$ cat config.mk
export PLATFORM = sky130hd
export DESIGN_NAME = uart_rx_fifo
export DESIGN_NICKNAME = d
export VERILOG_FILES = /design/src/rtl/uart_pkg.sv /design/src/rtl/sync_fifo_ram.sv /design/src/rtl/uart_rx_fifo.sv
export SDC_FILE = /design/constraint.sdc
export NUM_CORES = 1
export LEC_CHECK = 0
export ABC_AREA = 1
export CORE_MARGIN = 3
export CORE_UTILIZATION = 61
export DETAILED_ROUTE_END_ITERATION = 16
export GPL_ROUTABILITY_DRIVEN = 0
export PLACE_DENSITY = 0.8
export SETUP_SLACK_MARGIN = 0.02
export SLEW_MARGIN = 30
export SYNTH_ARGS = -nofsm -noshare
export SYNTH_HDL_FRONTEND = slang
export SYNTH_SLANG_ARGS = --single-unit
$ cat constraint.sdc
create_clock -name clk -period 2.6 [get_ports clk]
set_input_delay 0.39 -clock clk [delete_from_list [all_inputs] [get_ports clk]]
set_output_delay 0.39 -clock clk [all_outputs]
set_load 0.03 [all_outputs]
$ cat src/rtl/uart_pkg.sv
// ============================================================================
// Module      : uart_pkg
// Description : Shared UART definitions: Z80 I/O port addresses, the bit
//               layout of the UART control/status register, and the default
//               receive FIFO depth.
// Revision    : 1.0 - initial release
// ============================================================================
`default_nettype none

package uart_pkg;

  // Z80 I/O port addresses
  localparam logic [7:0] IOADDR_UART_DATA = 8'h00;
  localparam logic [7:0] IOADDR_UART_CTRL = 8'h01;

  // CTRL register bit positions
  localparam int CTRL_BIT_DATA_AVAIL = 0;
  localparam int CTRL_BIT_TX_READY   = 2;

  // Default receive FIFO depth (log2 of the entry count)
  localparam int RX_FIFO_DEPTH_LOG2 = 4;

endpackage : uart_pkg

`default_nettype wire

$ cat src/rtl/sync_fifo_ram.sv
// ============================================================================
// Module      : sync_fifo_ram
// Description : 8-bit x 2^ADDR_W simple dual-port RAM. One write port and
//               one registered read port (read-before-write on an address
//               collision). No control logic, so it maps onto block RAM.
// Ports       : clk      - clock
//               i_we     - write enable
//               i_waddr  - write address
//               i_wdata  - write data
//               i_raddr  - read address, sampled every clock
//               o_rdata  - registered read data
// Revision    : 1.0 - initial release
// ============================================================================
`default_nettype none

module sync_fifo_ram #(
  parameter int ADDR_W = 4
) (
  input  logic              clk,
  input  logic              i_we,
  input  logic [ADDR_W-1:0] i_waddr,
  input  logic [7:0]        i_wdata,
  input  logic [ADDR_W-1:0] i_raddr,
  output logic [7:0]        o_rdata
);

  localparam int c_ENTRIES = 1 << ADDR_W;

  logic [7:0] r_mem [c_ENTRIES];
  logic [7:0] r_rdata;

  always_ff @(posedge clk) begin
    if (i_we) begin
      r_mem[i_waddr] <= i_wdata;
    end
    r_rdata <= r_mem[i_raddr];
  end

  assign o_rdata = r_rdata;

endmodule : sync_fifo_ram

`default_nettype wire

$ cat src/rtl/uart_rx_fifo.sv
// ============================================================================
// Module      : uart_rx_fifo
// Description : Receive byte buffer between uart_rx and the Z80 I/O read
//               path. A two-state ingest FSM takes one byte per
//               rx_data_ready occurrence and acknowledges it with rx_clear.
//               Bytes are held in a 2^DEPTH_LOG2 first-word-fall-through
//               FIFO backed by sync_fifo_ram.
// Build macro : UART_RX_FIFO_RTS_EN - adds the registered rts_n flow-control
//               output with hysteresis (stop when free <= RTS_MARGIN, resume
//               when free > 2*RTS_MARGIN). Without it rts_n is absent and
//               RTS_MARGIN is unused.
// Ports       : clk           - system clock
//               reset         - synchronous active-high reset
//               rx_data       - byte from uart_rx
//               rx_data_ready - uart_rx holds a byte
//               rx_clear      - acknowledge to uart_rx (ACK state)
//               rd_strobe     - one-cycle pop request
//               rd_data       - head-of-FIFO byte (valid with data_avail)
//               data_avail    - FIFO non-empty
//               fifo_full     - FIFO holds 2^DEPTH_LOG2 bytes
//               level         - occupancy 0..2^DEPTH_LOG2
//               overrun       - sticky byte-dropped flag
//               overrun_clr   - one-cycle clear of overrun (set wins)
//               rts_n         - flow control (UART_RX_FIFO_RTS_EN only)
// Revision    : 1.0 - initial release
// ============================================================================
`default_nettype none

module uart_rx_fifo
  import uart_pkg::*;
#(
  parameter int DEPTH_LOG2 = RX_FIFO_DEPTH_LOG2,
  parameter int RTS_MARGIN = 4
) (
  input  logic                  clk,
  input  logic                  reset,
  input  logic [7:0]            rx_data,
  input  logic                  rx_data_ready,
  output logic                  rx_clear,
  input  logic                  rd_strobe,
  output logic [7:0]            rd_data,
  output logic                  data_avail,
  output logic                  fifo_full,
  output logic [DEPTH_LOG2:0]   level,
  output logic                  overrun,
  input  logic                  overrun_clr
`ifdef UART_RX_FIFO_RTS_EN
  ,
  output logic                  rts_n
`endif
);

  localparam logic [DEPTH_LOG2:0] c_DEPTH = {1'b1, {DEPTH_LOG2{1'b0}}};

  localparam logic [0:0] c_ST_IDLE = 1'b0;
  localparam logic [0:0] c_ST_ACK  = 1'b1;

  // --------------------------------------------------------------------------
  // Registers and wires
  // --------------------------------------------------------------------------
  logic [0:0]            r_state;
  logic [0:0]            w_state_nxt;
  logic                  w_ingest;

  logic [DEPTH_LOG2-1:0] r_wr_ptr;
  logic [DEPTH_LOG2-1:0] r_rd_ptr;
  logic [DEPTH_LOG2-1:0] w_rd_addr;
  logic [DEPTH_LOG2:0]   r_level;
  logic [DEPTH_LOG2:0]   w_level_nxt;
  logic                  r_avail;
  logic                  r_full;
  logic                  r_overrun;

  logic                  w_pop;
  logic                  w_push;
  logic                  w_drop;

  logic                  r_byp_sel;
  logic [7:0]            r_byp_data;
  logic [7:0]            w_ram_q;

  // --------------------------------------------------------------------------
  // Ingest FSM: state register
  // --------------------------------------------------------------------------
  always_ff @(posedge clk) begin
    if (reset) begin
      r_state <= c_ST_IDLE;
    end else begin
      r_state <= w_state_nxt;
    end
  end

  // Ingest FSM: next-state logic
  always_comb begin
    w_state_nxt = r_state;
    case (r_state)
      c_ST_IDLE: if (rx_data_ready)  w_state_nxt = c_ST_ACK;
      c_ST_ACK:  if (!rx_data_ready) w_state_nxt = c_ST_IDLE;
      default:                       w_state_nxt = c_ST_IDLE;
    endcase
  end

  // Ingest FSM: outputs. A byte is taken only on the IDLE->ACK transition,
  // so a flag that stays high never causes a second push.
  always_comb begin
    rx_clear = 1'b0;
    w_ingest = 1'b0;
    case (r_state)
      c_ST_IDLE: w_ingest = rx_data_ready & ~reset;
      c_ST_ACK:  rx_clear = 1'b1;
      default:   rx_clear = 1'b0;
    endcase
  end

  // --------------------------------------------------------------------------
  // Push / pop qualification
  // --------------------------------------------------------------------------
  // A full FIFO still accepts a byte when a pop frees a slot in the same cycle.
  assign w_pop  = rd_strobe & (r_level != '0) & ~reset;
  assign w_push = w_ingest & (~r_full | w_pop);
  assign w_drop = w_ingest & r_full & ~w_pop;

  always_comb begin
    w_level_nxt = r_level;
    if (w_push && !w_pop) begin
      w_level_nxt = r_level + 1'b1;
    end else if (w_pop && !w_push) begin
      w_level_nxt = r_level - 1'b1;
    end
  end

  // Read-address lookahead: the RAM is addressed with the pointer value the
  // head will have after this edge, so a popped entry's successor is already
  // on the RAM output one cycle later.
  assign w_rd_addr = w_pop ? (r_rd_ptr + 1'b1) : r_rd_ptr;

  // --------------------------------------------------------------------------
  // Pointers, occupancy and status
  // --------------------------------------------------------------------------
  always_ff @(posedge clk) begin
    if (reset) begin
      r_wr_ptr  <= '0;
      r_rd_ptr  <= '0;
      r_level   <= '0;
      r_avail   <= 1'b0;
      r_full    <= 1'b0;
      r_overrun <= 1'b0;
    end else begin
      if (w_push) begin
        r_wr_ptr <= r_wr_ptr + 1'b1;
      end
      r_rd_ptr <= w_rd_addr;
      r_level  <= w_level_nxt;
      r_avail  <= (w_level_nxt != '0);
      r_full   <= (w_level_nxt == c_DEPTH);
      if (w_drop) begin
        r_overrun <= 1'b1;
      end else if (overrun_clr) begin
        r_overrun <= 1'b0;
      end
    end
  end

  // --------------------------------------------------------------------------
  // Write-to-read bypass. When the entry being written is the one the RAM is
  // reading this edge (FIFO empty, or emptied by a concurrent pop), the RAM
  // returns stale contents, so the incoming byte is presented instead. The
  // same path supplies the 8'h00 reset value on rd_data.
  // --------------------------------------------------------------------------
  always_ff @(posedge clk) begin
    if (reset) begin
      r_byp_sel  <= 1'b1;
      r_byp_data <= 8'h00;
    end else begin
      r_byp_sel  <= w_push & (r_wr_ptr == w_rd_addr);
      r_byp_data <= rx_data;
    end
  end

  sync_fifo_ram #(
    .ADDR_W (DEPTH_LOG2)
  ) u_ram (
    .clk     (clk),
    .i_we    (w_push),
    .i_waddr (r_wr_ptr),
    .i_wdata (rx_data),
    .i_raddr (w_rd_addr),
    .o_rdata (w_ram_q)
  );

  assign rd_data    = r_byp_sel ? r_byp_data : w_ram_q;
  assign data_avail = r_avail;
  assign fifo_full  = r_full;
  assign level      = r_level;
  assign overrun    = r_overrun;

  // --------------------------------------------------------------------------
  // Optional RTS flow control with hysteresis
  // --------------------------------------------------------------------------
`ifdef UART_RX_FIFO_RTS_EN
  localparam int                  c_RTS_OFF_INT = 2 * RTS_MARGIN;
  localparam logic [DEPTH_LOG2:0] c_RTS_ON      = RTS_MARGIN[DEPTH_LOG2:0];
  localparam logic [DEPTH_LOG2:0] c_RTS_OFF     = c_RTS_OFF_INT[DEPTH_LOG2:0];

  logic [DEPTH_LOG2:0] w_free_nxt;
  logic                r_rts_n;

  assign w_free_nxt = c_DEPTH - w_level_nxt;

  always_ff @(posedge clk) begin
    if (reset) begin
      r_rts_n <= 1'b0;
    end else if (w_free_nxt <= c_RTS_ON) begin
      r_rts_n <= 1'b1;
    end else if (w_free_nxt > c_RTS_OFF) begin
      r_rts_n <= 1'b0;
    end
  end

  assign rts_n = r_rts_n;
`else
  // RTS_MARGIN has no function in this build.
  logic w_unused_rts_margin;
  assign w_unused_rts_margin = (RTS_MARGIN != 0);
`endif

endmodule : uart_rx_fifo

`default_nettype wire
==> run metrics <==
period utilization 93.09%; GRT Util Overall 27.90%; n_diodes 0; Wirelength per Cell 18.67 µm; first-pass GRT wire length 27740 µm; drc violations 0; Num CTS Buffers 17; final WL 17440 µm; vias in the first global route 5230; Via density 5.790; relative slew slack 37.80%; Hold Crit Class reg2reg; First DRT Iteration DRCs 641; post-CTS resize count 0; # clock sinks 162; Worst VDD drop 0.7070 mV; # setup viols final 0; DIE AREA 13470 µm²; total number of vias 5408; Port Buffers 29; Post-CTS Setup Bufs 0; maximum clock path buffer count 2; post-synthesis cell area 7390 µm²; top post-synthesis cells by area edfxtp_1 (52%), nand3_1 (11%), dfxtp_1 (9.2%); synthesized area per cell 10.10 µm²; # Max-Cap Violations 0; Setup Crit Path Kind reg2reg; CTS tree built; GRT overflow 0; commonest cells in the netlist nand3_1 (158), inv_1 (130), edfxtp_1 (128); antenna violations before repair 0; post-layout min period 2.420 ns; Hold Violations, Final 0; Synth async-reset ratio 0%; largest net degree at the start of global routing 66; clk_lat worst skew 0.43 ns; row cnt 39; Syn. warnings 0; CP required 2.98 ns; RSZ-0062 raised after global routing no; status completed; final core occ 73.36%; crit start category flip-flop; Final ANT Viol Nets 0; Synth cell types 29; Worst-Margin Slew 0.9294 ns; CTS root buf clkbuf_16; Final nets 799; EDFF count, synth 128; Placed Area 7901 µm²; fin. max-slew vios 0; Total Power 6.852 mW; Max FO, Critical Path 35; WP data arrival 2.80 ns; Fin Setup TNS 0 ns; FMAX 0.4131 GHz; initial cell density of the core 63.63%; Yosys top cell by area edfxtp_1; clk slew on worst S/H paths 0.07 ns; #FFs+latches synth 162; crit end category flip-flop; top-count cell post-synth nand3_1; PwrDens 804.3 nW/µm²; top-area cell type share of the netlist area 52.01%; IO Count 30; dominant synthesized flop cell edfxtp_1; Post-DP HPWL 11050 µm; post-synth net total 753; core area 11610 µm²; Leakage Power 3.631 nW; Syn Inst Count 732; CTS Hold Buffers Added 0; layout cells sized above 1 10.75%; die height 116.1 µm; P&R area growth vs syn 15.29%; htree depth 4; Initial DRT Pass Iterations 8; die width 116.1 µm; Worst Clk Skew 0.007176 ns; post-route cell area 8519 µm²; sequential share of the synthesized area 61.23%
-- metrics by stage --
stage	std cells	setup WS (ns)	hold slack, ns
after detailed placement	902	0.03805	0.4678
after global routing	934	0.04466	0.5070
after CTS	934	0.2009	0.4769
final	934	0.1796	0.4703
after floorplan	732	0.2719	0.4871
after global placement	902	0.07336	0.4540
-- worst max-delay path: stages (launching register included) --
cell,delay (ns)
dfxtp_1,0.40
inv_1,0.11
ha_1,0.21
inv_1,0.06
nor2_2,0.06
nand2_4,0.10
nand2_8,0.09
o21ai_4,0.72
nand3_1,0.23
nand3_1,0.19
nand3_1,0.09
nand2_1,0.07
-- layout by cell type, fill, tap and decap left out, drive strengths merged, types with 2 or more instances in the layout --
cell,n
mux2,8
bufinv,3
a21oi,9
nand2,129
buf,33
nand3b,33
inv,139
clkbuf,17
ha,8
clkdlybuf4s50,29
nor2,40
xor2,6
dfxtp,34
clkinvlp,2
nand3,159
edfxtp,128
clkinv,3
o21ai,8
-- per-layer routing --
layer / GRT usage [%] / vias to the layer above / share of wire, %
li1: - / 2493 / -
met2: 42.92 / 307 / 47
met4: 10.29 / 0 / 2.6
met5: 0 / - / 0
met3: 8.564 / 48 / 9.8
met1: 37.73 / 2560 / 40
-- cell families after synthesis --
group	Yosys count	synth area share [%]
fa+ha+maj	8	1.355
mux	8	1.219
flops	162	61.23
xor+xnor	7	0.8297
compound gates	18	1.626
buf+inv	167	10.09
simple gates	362	23.65
-- final cells by class --
class	count	area [µm²]
Clock buffer	17	425.4
Multi-Input combinational cell	403	2120
Fill cell	770	3094
Inverter	132	503.0
Sequential cell	162	4524
Clock inverter	15	192.7
Tap cell	143	178.9
Timing Repair Buffer	62	575.6
-- power by group --
part / switching, mW / internal (mW) / leakage (nW)
clock network: 1.07 / 1.54 / 0.297
logic: 0.805 / 0.447 / 1.90
registers: 0.0955 / 2.90 / 1.43
total: 1.97 / 4.89 / 3.63
-- registers in the layout (all words and copies together) (netlist names) --
signal         flops
u_ram.r_mem      128
r_state            1
u_ram.o_rdata      8
data_avail         1
level              5
overrun            1
r_rd_ptr           4
fifo_full          1
r_wr_ptr           4
r_byp_data         8
r_byp_sel          1
-- final timing paths --
kind	startpoint	cells past startpoint	slack [ns]	end
worst max register to register	level[0]	11	0.18	u_ram.o_rdata[6]
worst min register to register	overrun	2	0.47	overrun
worst min-delay path	overrun	2	0.47	overrun
worst max-delay path	level[0]	11	0.18	u_ram.o_rdata[6]
Note: power is estimated with default switching activity, not from simulation.
